**src/rtl/fetch_stage.sv**
```systemverilog
// Instruction-fetch stage of the mips32 core: program counter, instruction-memory
// addressing and the IF/ID pipeline register with stall and redirect handling.
module fetch_stage #(
  parameter logic [31:0] RESET_PC    = 32'h0000_0000,
  parameter int unsigned IMEM_ADDR_W = 14,
  parameter logic [31:0] NOP_WORD    = 32'h0000_0000
) (
  input  logic                   clk,
  input  logic                   rst,
  input  logic                   stall,
  input  logic                   redirect,
  input  logic [31:0]            redirect_target,
  input  logic [31:0]            imem_data,
  output logic [IMEM_ADDR_W-1:0] imem_addr,
  output logic [31:0]            pc_if,
  output logic [31:0]            nextpc_id,
  output logic [31:0]            instruction_id,
  output logic                   valid_id,
  output logic [31:0]            fetch_count
);

  logic [31:0] pc_q, pc_d;
  logic [31:0] if_id_instr_q, if_id_instr_d;
  logic [31:0] if_id_nextpc_q, if_id_nextpc_d;
  logic        if_id_valid_q, if_id_valid_d;
  logic [31:0] fetch_count_q, fetch_count_d;
  logic [31:0] pc_plus4;

  // Wraps modulo 2^32 so the top word of the address space falls through to 0.
  assign pc_plus4 = pc_q + 32'd4;

  // Next-state selection: redirect beats stall, stall beats sequential fetch.
  always_comb begin
    pc_d           = pc_q;
    if_id_instr_d  = if_id_instr_q;
    if_id_nextpc_d = if_id_nextpc_q;
    if_id_valid_d  = if_id_valid_q;
    fetch_count_d  = fetch_count_q;
    if (redirect) begin
      // The word fetched this cycle is dropped; no delay slot.
      pc_d           = {redirect_target[31:2], 2'b00};
      if_id_instr_d  = NOP_WORD;
      if_id_nextpc_d = 32'd0;
      if_id_valid_d  = 1'b0;
    end else if (!stall) begin
      pc_d           = pc_plus4;
      if_id_instr_d  = imem_data;
      if_id_nextpc_d = pc_plus4;
      if_id_valid_d  = 1'b1;
      fetch_count_d  = fetch_count_q + 32'd1;
    end
  end

  // PC and IF/ID state with asynchronous reset into a bubble.
  always_ff @(posedge clk or posedge rst) begin
    if (rst) begin
      pc_q           <= RESET_PC;
      if_id_instr_q  <= NOP_WORD;
      if_id_nextpc_q <= 32'd0;
      if_id_valid_q  <= 1'b0;
      fetch_count_q  <= 32'd0;
    end else begin
      pc_q           <= pc_d;
      if_id_instr_q  <= if_id_instr_d;
      if_id_nextpc_q <= if_id_nextpc_d;
      if_id_valid_q  <= if_id_valid_d;
      fetch_count_q  <= fetch_count_d;
    end
  end

  assign imem_addr      = pc_q[IMEM_ADDR_W+1:2];
  assign pc_if          = pc_q;
  assign nextpc_id      = if_id_nextpc_q;
  assign instruction_id = if_id_instr_q;
  assign valid_id       = if_id_valid_q;
  assign fetch_count    = fetch_count_q;

endmodule

```
**config.mk**
```make
export PLATFORM = sky130hd
export DESIGN_NAME = fetch_stage
export DESIGN_NICKNAME = d
export VERILOG_FILES = /design/src/rtl/fetch_stage.sv
export SDC_FILE = /design/constraint.sdc
export NUM_CORES = 1
export LEC_CHECK = 0
export ABC_CLOCK_PERIOD_IN_PS = 7830
export CAP_MARGIN = 20
export CORE_MARGIN = 2
export CORE_UTILIZATION = 35
export CTS_CLUSTER_DIAMETER = 50
export DETAILED_ROUTE_END_ITERATION = 8
export PLACE_DENSITY = 0.65
export SLEW_MARGIN = 20
export SYNTH_ARGS = -nofsm -noshare
export SYNTH_HDL_FRONTEND = slang
export SYNTH_SLANG_ARGS = --single-unit
export TNS_END_PERCENT = 50
```
**constraint.sdc**
```tcl
create_clock -name clk -period 7.83 [get_ports clk]
set_input_delay 1.566 -clock clk [delete_from_list [all_inputs] [get_ports clk]]
set_output_delay 1.566 -clock clk [all_outputs]
set_load 0.02 [all_outputs]
```
* Yosys cells after proc, flatten, opt, wreduce, memory -nomap -nowiden
Index checks and enable logic that the tools add are counted.
Operators by class: muxes and demuxes 7, add/sub/neg operators 2, bitwise logic cells 2, equality and inequality tests 1, reductions and logical operators 1
Operators by type and width (count):
- $mux 32 | 5
- $add 32x1->32 const B | 1
- $add 32x3->32 const B | 1
- $mux 1 | 2
- $ne 2x1->1 const B | 1
- $not 1->1 | 2
- $reduce_and 2->1 | 1
Storage, ports and cells: flip-flop bits (word level) 129, output and inout port bits 143

* Depth between registers and ports, before layout
Gate-level depths: netlist of the first run.
depth in word-level cells 3, mapped depth 7

* Worst setup path before layout of the first run
Ideal clock, no wire load.
path type input-to-reg, from input port stall, to register if_id_instr_q[0] (netlist: instruction_id[0]), data arrival time 2.718 ns, library setup time 0.132 ns, slack 4.980 ns, required time 7.698 ns, stages on the path 5, cell sequence buf_1 > buf_1 > buf_2 > mux2i_1 > nor2_1
Between the ends: longest elaborated chain between the ends 1
Ends and longest elaborated chain:
- start, declared | line 10 | input logic stall,
- $ne 2x1->1 (no source line)
- end signal, assigned | line 64 | if_id_instr_q <= if_id_instr_d;
- end, declared | line 23 | logic [31:0] if_id_instr_q, if_id_instr_d;
Every way passes these cells. A chain may end at the register's enable or synchronous reset.

* Final worst setup path of the first run
from register pc_q[14] (netlist: pc_if[14]), to output port pc_if[14]
RTL lines:
- start, declared | line 22 | logic [31:0] pc_q, pc_d;
- start signal, assigned | line 63 | pc_q <= pc_d;
- end, declared | line 15 | output logic [31:0] pc_if,
No word-level cell between the ends.

==> impl_metrics.csv, run 1 <==
group,metric,value,unit
sta,final.setup_skew,0.007371,ns
pwr,p_per_area,219.8,nW/um^2
clocking,clkSinkCount,126,
clocking,clock_insertion_delay_at_the_later_pin_of_the_skew_report,0.42,ns
critical_path,crit_family,"buffers and inverters",
global_routing,globalRouteTotalUtil,0.1888,
synth,area_share_of_and_or_nand_nor_cells_after_synthesis,0.1979,
synth,synth_compound_area_frac,0.06321,
sta,number_of_slew_limit_violations_in_the_final_report,0,
global_routing,grt_max_degree,70,
synth,largest_family_of_logic_cells_by_synthesized_area,"simple AND/OR/NAND/NOR gates",
critical_path,timing.critical_path.to_type,"output pin",
route,drtPass1Iterations,4,
die,floorplan_die_height,136.8,um
critical_path,critPathKind,"flip-flop to output pin",
synth,synthXorXnorAreaFrac,0.1191,
synth,ys_warn_count,0,
die,start_util,0.3571,
critical_path,worst-endpoint-required,6.26,ns
critical_path,worstPathArrival,1.71,ns
synth,synth.ff_latch_count,126,
route,count_of_nets_left_with_antenna_violations_after_detail_routing,0,
global_routing,antenna_found_initial,0,
min_path,worst_hold_path_type,"flip-flop to flip-flop",
route,postRouteWirelength,17060,um
finish,syn2layout_area_growth,44.00,%
synth,postSynthCellCount,609,
pwr,cellLeakagePower,3.657,nW
finish,diodes,0,
finish,finalNetCount,857,
placed_design,io_buffer_count,206,
critical_path,slowest_stage,"sky130_fd_sc_hd__clkdlybuf4s50_1",
clocking,h_tree_lvls,4,
route,routed_wire_length_per_instance,16.64,um
die,dieArea,18720,um^2
clocking,cts.repair.resized,0,
synth,yosys-top-cells-count,"126 x sky130_fd_sc_hd__dfrtp_1, 79 x sky130_fd_sc_hd__nor2_1, 62 x sky130_fd_sc_hd__nand2_1, 54 x sky130_fd_sc_hd__xnor2_1, 34 x sky130_fd_sc_hd__mux2i_1",
critical_path,cp_num_buf_inv,1,
sta,grt_setup_unrepaired,"false",
die,ioPinCount,211,
sta,maxSlewHeadroom,0.4265,
global_routing,first_pass_grt_wire_length,27260,um
synth,post_synth_instance_area,6176,um^2
synth,yosysUniqueCellTypes,48,
clocking,post_cts_hold_buffer_count,0,
placed_design,gp_congestion,0.8093,
synth,synth_top_area_frac,0.5105,
synth,synthTopCellsByArea,"sky130_fd_sc_hd__dfrtp_1 51%, sky130_fd_sc_hd__xnor2_1 7.7%, sky130_fd_sc_hd__mux2i_1 5.5%, sky130_fd_sc_hd__nor2_1 4.8%, sky130_fd_sc_hd__xor2_1 4.3%",
sta,fmax,304.9,MHz
critical_path,timing.critical_path.fanout_max,10,
finish,count_of_filler_cells_inserted_in_the_layout,1589,
clocking,post_cts_repair_timing_setup_buffer_count,0,
finish,layout_cells_sized_above_1,0.06875,
clocking,cts.reportedPaths.clkPinSlew,0.06,ns
sta,finalCritPeriodShare,0.4189,
synth,syn_area_per_cell,10.14,um^2
sta,setup_total_negative_slack,0,ns
synth,edff_count_synth,0,
route,detail_route.vias_per_cell,4.984,
pwr,max-vdd-ir-drop,0.1471,mV
die,core_area,17300,um^2
run,cap_violations,0,
clocking,ctsLongestPathBuffers,2,
synth,yosys.cell_count.top_type,"sky130_fd_sc_hd__dfrtp_1",
die,dieWidth,136.8,um
global_routing,globalRoute.totalOverflow,0,
clocking,cts_buffers,17,
status,outcome,"finished clean",
global_routing,grtUsageMet3,0.06444,
pwr,total_power_consumption_of_the_routed_design,1.955,mW
sta,fin_worst_hold_slack,0.4706,ns
critical_path,reg2reg_from,"pc_if[2]",
synth,yosys.area_share.adder,0.004052,
route,routed-via-count,5109,
synth,synth_largest_area_cell,"sky130_fd_sc_hd__dfrtp_1",
min_path,min-delay-start,"fetch_count[31]",
sta,timing_worst_slew_pin_value,0.8603,ns
route,detailedRoute.firstIterationViolations,236,
sta,final_hold_viol_count,0,
synth,asyncSetResetFlopFracSynth,1.000,
critical_path,max_stage_delay,0.69,ns
die,row_count,48,
clocking,tritoncts,"built",
critical_path,cp-start-kind,"flip-flop",
synth,synthFlopType,"sky130_fd_sc_hd__dfrtp_1",
sta,min_period,3.280,ns
global_routing,grt_util_met1,0.2409,
placed_design,hpwlAfterDp,11870,um
synth,post_synth_mux_area_share,0.05693,
sta,setup_viol_count_final,0,
route,drt_drc_violations_left,0,
clocking,clock_tree_root,"sky130_fd_sc_hd__clkbuf_16",
synth,share_of_the_yosys_chip_area_belonging_to_registers,0.5105,
global_routing,first_global_vias,5179,
critical_path,critical_path.startpoint,"pc_if[14]",
global_routing,global_route.peak_usage_layer,"met2",
global_routing,grt.met2_usage,0.2956,
critical_path,crit_path_cell_trace,"clkdlybuf4s50_1",
==> cell usage in the layout, fill, tap and decap left out, types with 3 or more instances in the layout <==
cell type                           n
sky130_fd_sc_hd__nand4_1           20
sky130_fd_sc_hd__xor2_1            30
sky130_fd_sc_hd__buf_4              5
sky130_fd_sc_hd__clkbuf_16         17
sky130_fd_sc_hd__a211oi_1          16
sky130_fd_sc_hd__or2_2              3
sky130_fd_sc_hd__clkinvlp_4         5
sky130_fd_sc_hd__and4_1             6
sky130_fd_sc_hd__and2_1             6
sky130_fd_sc_hd__inv_1              3
sky130_fd_sc_hd__bufinv_16          3
sky130_fd_sc_hd__xnor2_1           54
sky130_fd_sc_hd__a21oi_1            9
sky130_fd_sc_hd__nand3_1           27
sky130_fd_sc_hd__mux2i_1           34
sky130_fd_sc_hd__o21ai_0           29
sky130_fd_sc_hd__clkdlybuf4s50_1  204
sky130_fd_sc_hd__and3_1             7
sky130_fd_sc_hd__nor2_1            79
sky130_fd_sc_hd__nor3_1             8
sky130_fd_sc_hd__nor4_2             3
sky130_fd_sc_hd__nand2_1           62
sky130_fd_sc_hd__o21ai_1            4
sky130_fd_sc_hd__dfrtp_1          126
==> metal layers <==
metal	part of all wire	up-vias
li1	-	2423
met1	0.43	2461
met2	0.47	198
met3	0.083	27
met4	0.020	0
met5	0	-
==> layout make-up <==
cell class	count	area (um^2)	area share
sequential	126	3153	0.3545
multi-input combinational	428	2739	0.3080
timing repair buffer	209	2079	0.2338
clock buffer	19	452.9	0.05093
tap	225	281.5	0.03165
clock inverter	13	163.9	0.01843
inverter	5	23.77	0.002673
==> worst paths after layout <==
kind / endpoint / slack [ns] / depth (start not counted)
max in group asynchronous: pc_if[16] / 4.96 / 3
worst min register to register: fetch_count[31] / 0.47 / 1
worst max register to register: nextpc_id[30] / 5.26 / 6
min in group asynchronous: instruction_id[9] / 1.59 / 2
worst max-delay path: pc_if[14] / 4.55 / 1
worst min-delay path: fetch_count[31] / 0.47 / 1
==> where the power goes <==
part	switching [mW]	internal, mW	leakage (nW)
clock	0.305	0.518	0.288
sequential	0.0699	0.701	1.65
combinational	0.182	0.179	1.72
==> logic make-up after synthesis <==
kind of cell,after synthesis
mux,35
flops,126
compound gates,65
buf+inv,56
fa+ha+maj,2
xor+xnor,84
other cells,1
simple gates,240
==> state kept, by name, summed over array words and instances (netlist names) <==
name	count
instruction_id	32
fetch_count	32
pc_if	30
valid_id	1
nextpc_id	31
==> through the flow <==
stage | setup WS [ns] | instance area [um^2] | instances | util
after global placement | 4.114 | 8270 | 993 | 0.4782
after floorplan | 2.908 | 6180 | 610 | -
after global routing | 4.429 | 8894 | 1025 | 0.5142
final | 4.550 | 8894 | 1025 | 0.5142
after detailed placement | 4.108 | 8277 | 993 | 0.4785
after CTS | 4.515 | 8894 | 1025 | 0.5142
Power figures use the tool's default switching activity.
==> run 2, diff against run 1 <==
--- a/config.mk
+++ b/config.mk
@@ -5,13 +5,13 @@
 export SDC_FILE = /design/constraint.sdc
 export NUM_CORES = 1
 export LEC_CHECK = 0
-export ABC_CLOCK_PERIOD_IN_PS = 7830
+export ABC_CLOCK_PERIOD_IN_PS = 2700
 export CAP_MARGIN = 20
 export CORE_MARGIN = 2
 export CORE_UTILIZATION = 35
 export CTS_CLUSTER_DIAMETER = 50
 export DETAILED_ROUTE_END_ITERATION = 8
-export PLACE_DENSITY = 0.65
+export PLACE_DENSITY = 0.68
 export SLEW_MARGIN = 20
 export SYNTH_ARGS = -nofsm -noshare
 export SYNTH_HDL_FRONTEND = slang
==> constraint.sdc (replaced) <==
create_clock -name clk -period 2.7 [get_ports clk]
set_input_delay 0.54 -clock clk [delete_from_list [all_inputs] [get_ports clk]]
set_output_delay 0.54 -clock clk [all_outputs]
set_load 0.02 [all_outputs]
==> impl_metrics.csv, run 2 (same netlist as run 1, synthesis figures left out) <==
group,metric,value,unit
critical_path,path_depth,6,
sta,min_period,2.395,ns
critical_path,slowest_stage,"sky130_fd_sc_hd__nor4_4",
global_routing,first_pass_grt_wire_length,25430,um
clocking,tritoncts,"built",
die,core_area,17300,um^2
critical_path,cp_num_buf_inv,0,
status,outcome,"finished clean",
min_path,hold_depth,1,
finish,mostFrequentLayoutCells,"204 x sky130_fd_sc_hd__clkdlybuf4s50_1, 126 x sky130_fd_sc_hd__dfrtp_1, 79 x sky130_fd_sc_hd__nor2_1",
pwr,total_power_consumption_of_the_routed_design,5.816,mW
sta,setup_total_negative_slack,0,ns
placed_design,cell_area_after_placement,8362,um^2
die,dieArea,18720,um^2
sta,fmax,417.5,MHz
finish,final_design_area_no_fill,9011,um^2
clocking,post_cts_repair_timing_setup_buffer_count,0,
route,routed-via-count,4958,
die,ioPinCount,211,
finish,count_of_filler_cells_inserted_in_the_layout,1612,
sta,maxSlewHeadroom,0.5296,
min_path,worst_hold_path_type,"flip-flop to flip-flop",
finish,leading_cell_type_in_the_layout_fill_and_taps_excluded,"sky130_fd_sc_hd__clkdlybuf4s50_1",
critical_path,critPathKind,"flip-flop to flip-flop",
sta,number_of_slew_limit_violations_in_the_final_report,0,
placed_design,io_buffer_count,206,
clocking,clock_tree_root,"sky130_fd_sc_hd__clkbuf_16",
finish,layout_cells_sized_above_1,0.07417,
placed_design,hpwlAfterDp,11300,um
global_routing,globalRoute.totalOverflow,0,
clocking,cts_buffers,17,
clocking,post_cts_hold_buffer_count,0,
finish,finalNetCount,866,
critical_path,cp-start-kind,"flip-flop",
finish,diodes,0,
critical_path,worst-endpoint-required,3.03,ns
clocking,cts.reportedPaths.clkPinSlew,0.06,ns
die,dieWidth,136.8,um
critical_path,max_stage_delay,0.62,ns
finish,syn2layout_area_growth,45.91,%
finish,multi_input_comb_area,2733,um^2
global_routing,first_global_vias,4763,
pwr,p_per_area,645.5,nW/um^2
critical_path,timing.critical_path.to_type,"flip-flop",
finish,utilization,0.5210,
critical_path,crit_path_cell_trace,"ha_1, nand3_1, nor4_4, nand4_1, xor2_1, a211oi_1",
critical_path,crit_family,"simple AND/OR/NAND/NOR gates",
critical_path,ff_to_ff_path_depth,6,
die,floorplan_die_height,136.8,um
sta,finalCritPeriodShare,0.8870,
sta,grt_setup_unrepaired,"false",
global_routing,grt_max_degree,121,
route,postRouteWirelength,16170,um
clocking,h_tree_lvls,4,
die,row_count,48,
clocking,clock_insertion_delay_at_the_later_pin_of_the_skew_report,0.42,ns
die,start_util,0.3571,
route,drt_drc_violations_left,0,
route,drtPass1Iterations,4,
sta,final.setup_skew,0.008263,ns
finish,final_cell_count_no_fill,1034,
critical_path,timing.critical_path.fanout_max,9,
clocking,ctsLongestPathBuffers,2,
global_routing,antenna_found_initial,1,
route,detail_route.vias_per_cell,4.795,
placed_design,placed_cells,1002,
sta,setup_viol_count_final,0,
run,cap_violations,0,
sta,timing_worst_slew_pin_value,0.7056,ns
critical_path,worstPathArrival,2.72,ns
placed_design,gp_congestion,0.7809,
route,detailedRoute.firstIterationViolations,293,
sta,final_hold_viol_count,0,
route,routed_wire_length_per_instance,15.63,um
pwr,cellLeakagePower,3.734,nW
global_routing,globalRouteTotalUtil,0.1760,
finish,layout.area.seq,3153,um^2
pwr,max-vdd-ir-drop,0.4498,mV
route,count_of_nets_left_with_antenna_violations_after_detail_routing,0,
clocking,cts.repair.resized,0,
clocking,clkSinkCount,126,
run 2: cell types whose count changed in the layout (fill, tap and decap cells not counted), sizes merged:
cell / delta
clkbuf: +3
inv: -2
bufinv: +2
clkinvlp: -3
buf: +9
run 2: per-layer routing:
metal	GRT usage	wire (um)	share of wire	up-vias
met3	0.05519	1034	0.064	16
met4	0.05956	206	0.013	2
met2	0.2647	7552	0.47	146
li1	-	-	-	2447
met5	0	16	0.00099	-
met1	0.2406	7355	0.45	2347
run 2: through the flow:
| stage | setup WS [ns] | hold slack (ns) |
|---|---|---|
| detailed placement | 0.3856 | 0.4672 |
| floorplan | 0.4698 | 0.5824 |
| finish | 0.3050 | 0.4799 |
| CTS | 0.2906 | 0.4790 |
| global placement | 0.3989 | 0.4662 |
| global route | 0.1036 | 0.4906 |
run 2: layout make-up:
cell class              instances  share of cell area
clock buffers                  22             0.05151
inverters                       5            0.002499
well taps                     225             0.03124
clock inverters                10             0.02055
flip-flops and latches        126              0.3499
repair buffers                218              0.2410
multi-input cells             428              0.3032
run 2: worst paths after layout:
| kind | end | slack [ns] | startpoint |
|---|---|---|---|
| max reg2reg | nextpc_id[22] | 0.31 | pc_if[2] |
| min | fetch_count[31] | 0.48 | fetch_count[31] |
| min reg2reg | fetch_count[31] | 0.48 | fetch_count[31] |
| max | nextpc_id[22] | 0.31 | pc_if[2] |
| min in group asynchronous | pc_if[6] | 0.60 | rst |
| max in group asynchronous | pc_if[25] | 1.67 | rst |
run 2: where the power goes:
group	switching (mW)	internal, mW	leakage (nW)	total [mW]
sequential	0.190	2.03	1.65	2.22
combinational	0.530	0.532	1.77	1.06
clock	0.845	1.69	0.314	2.53
total	1.56	4.25	3.73	5.82
run 2: worst register-to-register path, cell delays in order (launching register included):
cell and delay [ns]:
sky130_fd_sc_hd__dfrtp_1 0.52, sky130_fd_sc_hd__ha_1 0.29, sky130_fd_sc_hd__nand3_1 0.23, sky130_fd_sc_hd__nor4_4 0.63
sky130_fd_sc_hd__nand4_1 0.22, sky130_fd_sc_hd__xor2_1 0.20, sky130_fd_sc_hd__a211oi_1 0.23
==> run 3, diff against run 2 <==
--- a/config.mk
+++ b/config.mk
@@ -11,6 +11,7 @@
 export CORE_UTILIZATION = 35
 export CTS_CLUSTER_DIAMETER = 50
 export DETAILED_ROUTE_END_ITERATION = 8
+export HOLD_SLACK_MARGIN = 0.02
 export PLACE_DENSITY = 0.68
 export SLEW_MARGIN = 20
 export SYNTH_ARGS = -nofsm -noshare
==> results of run 3 <==
No change in the layout: final DEF, timing and power equal those of run 2.
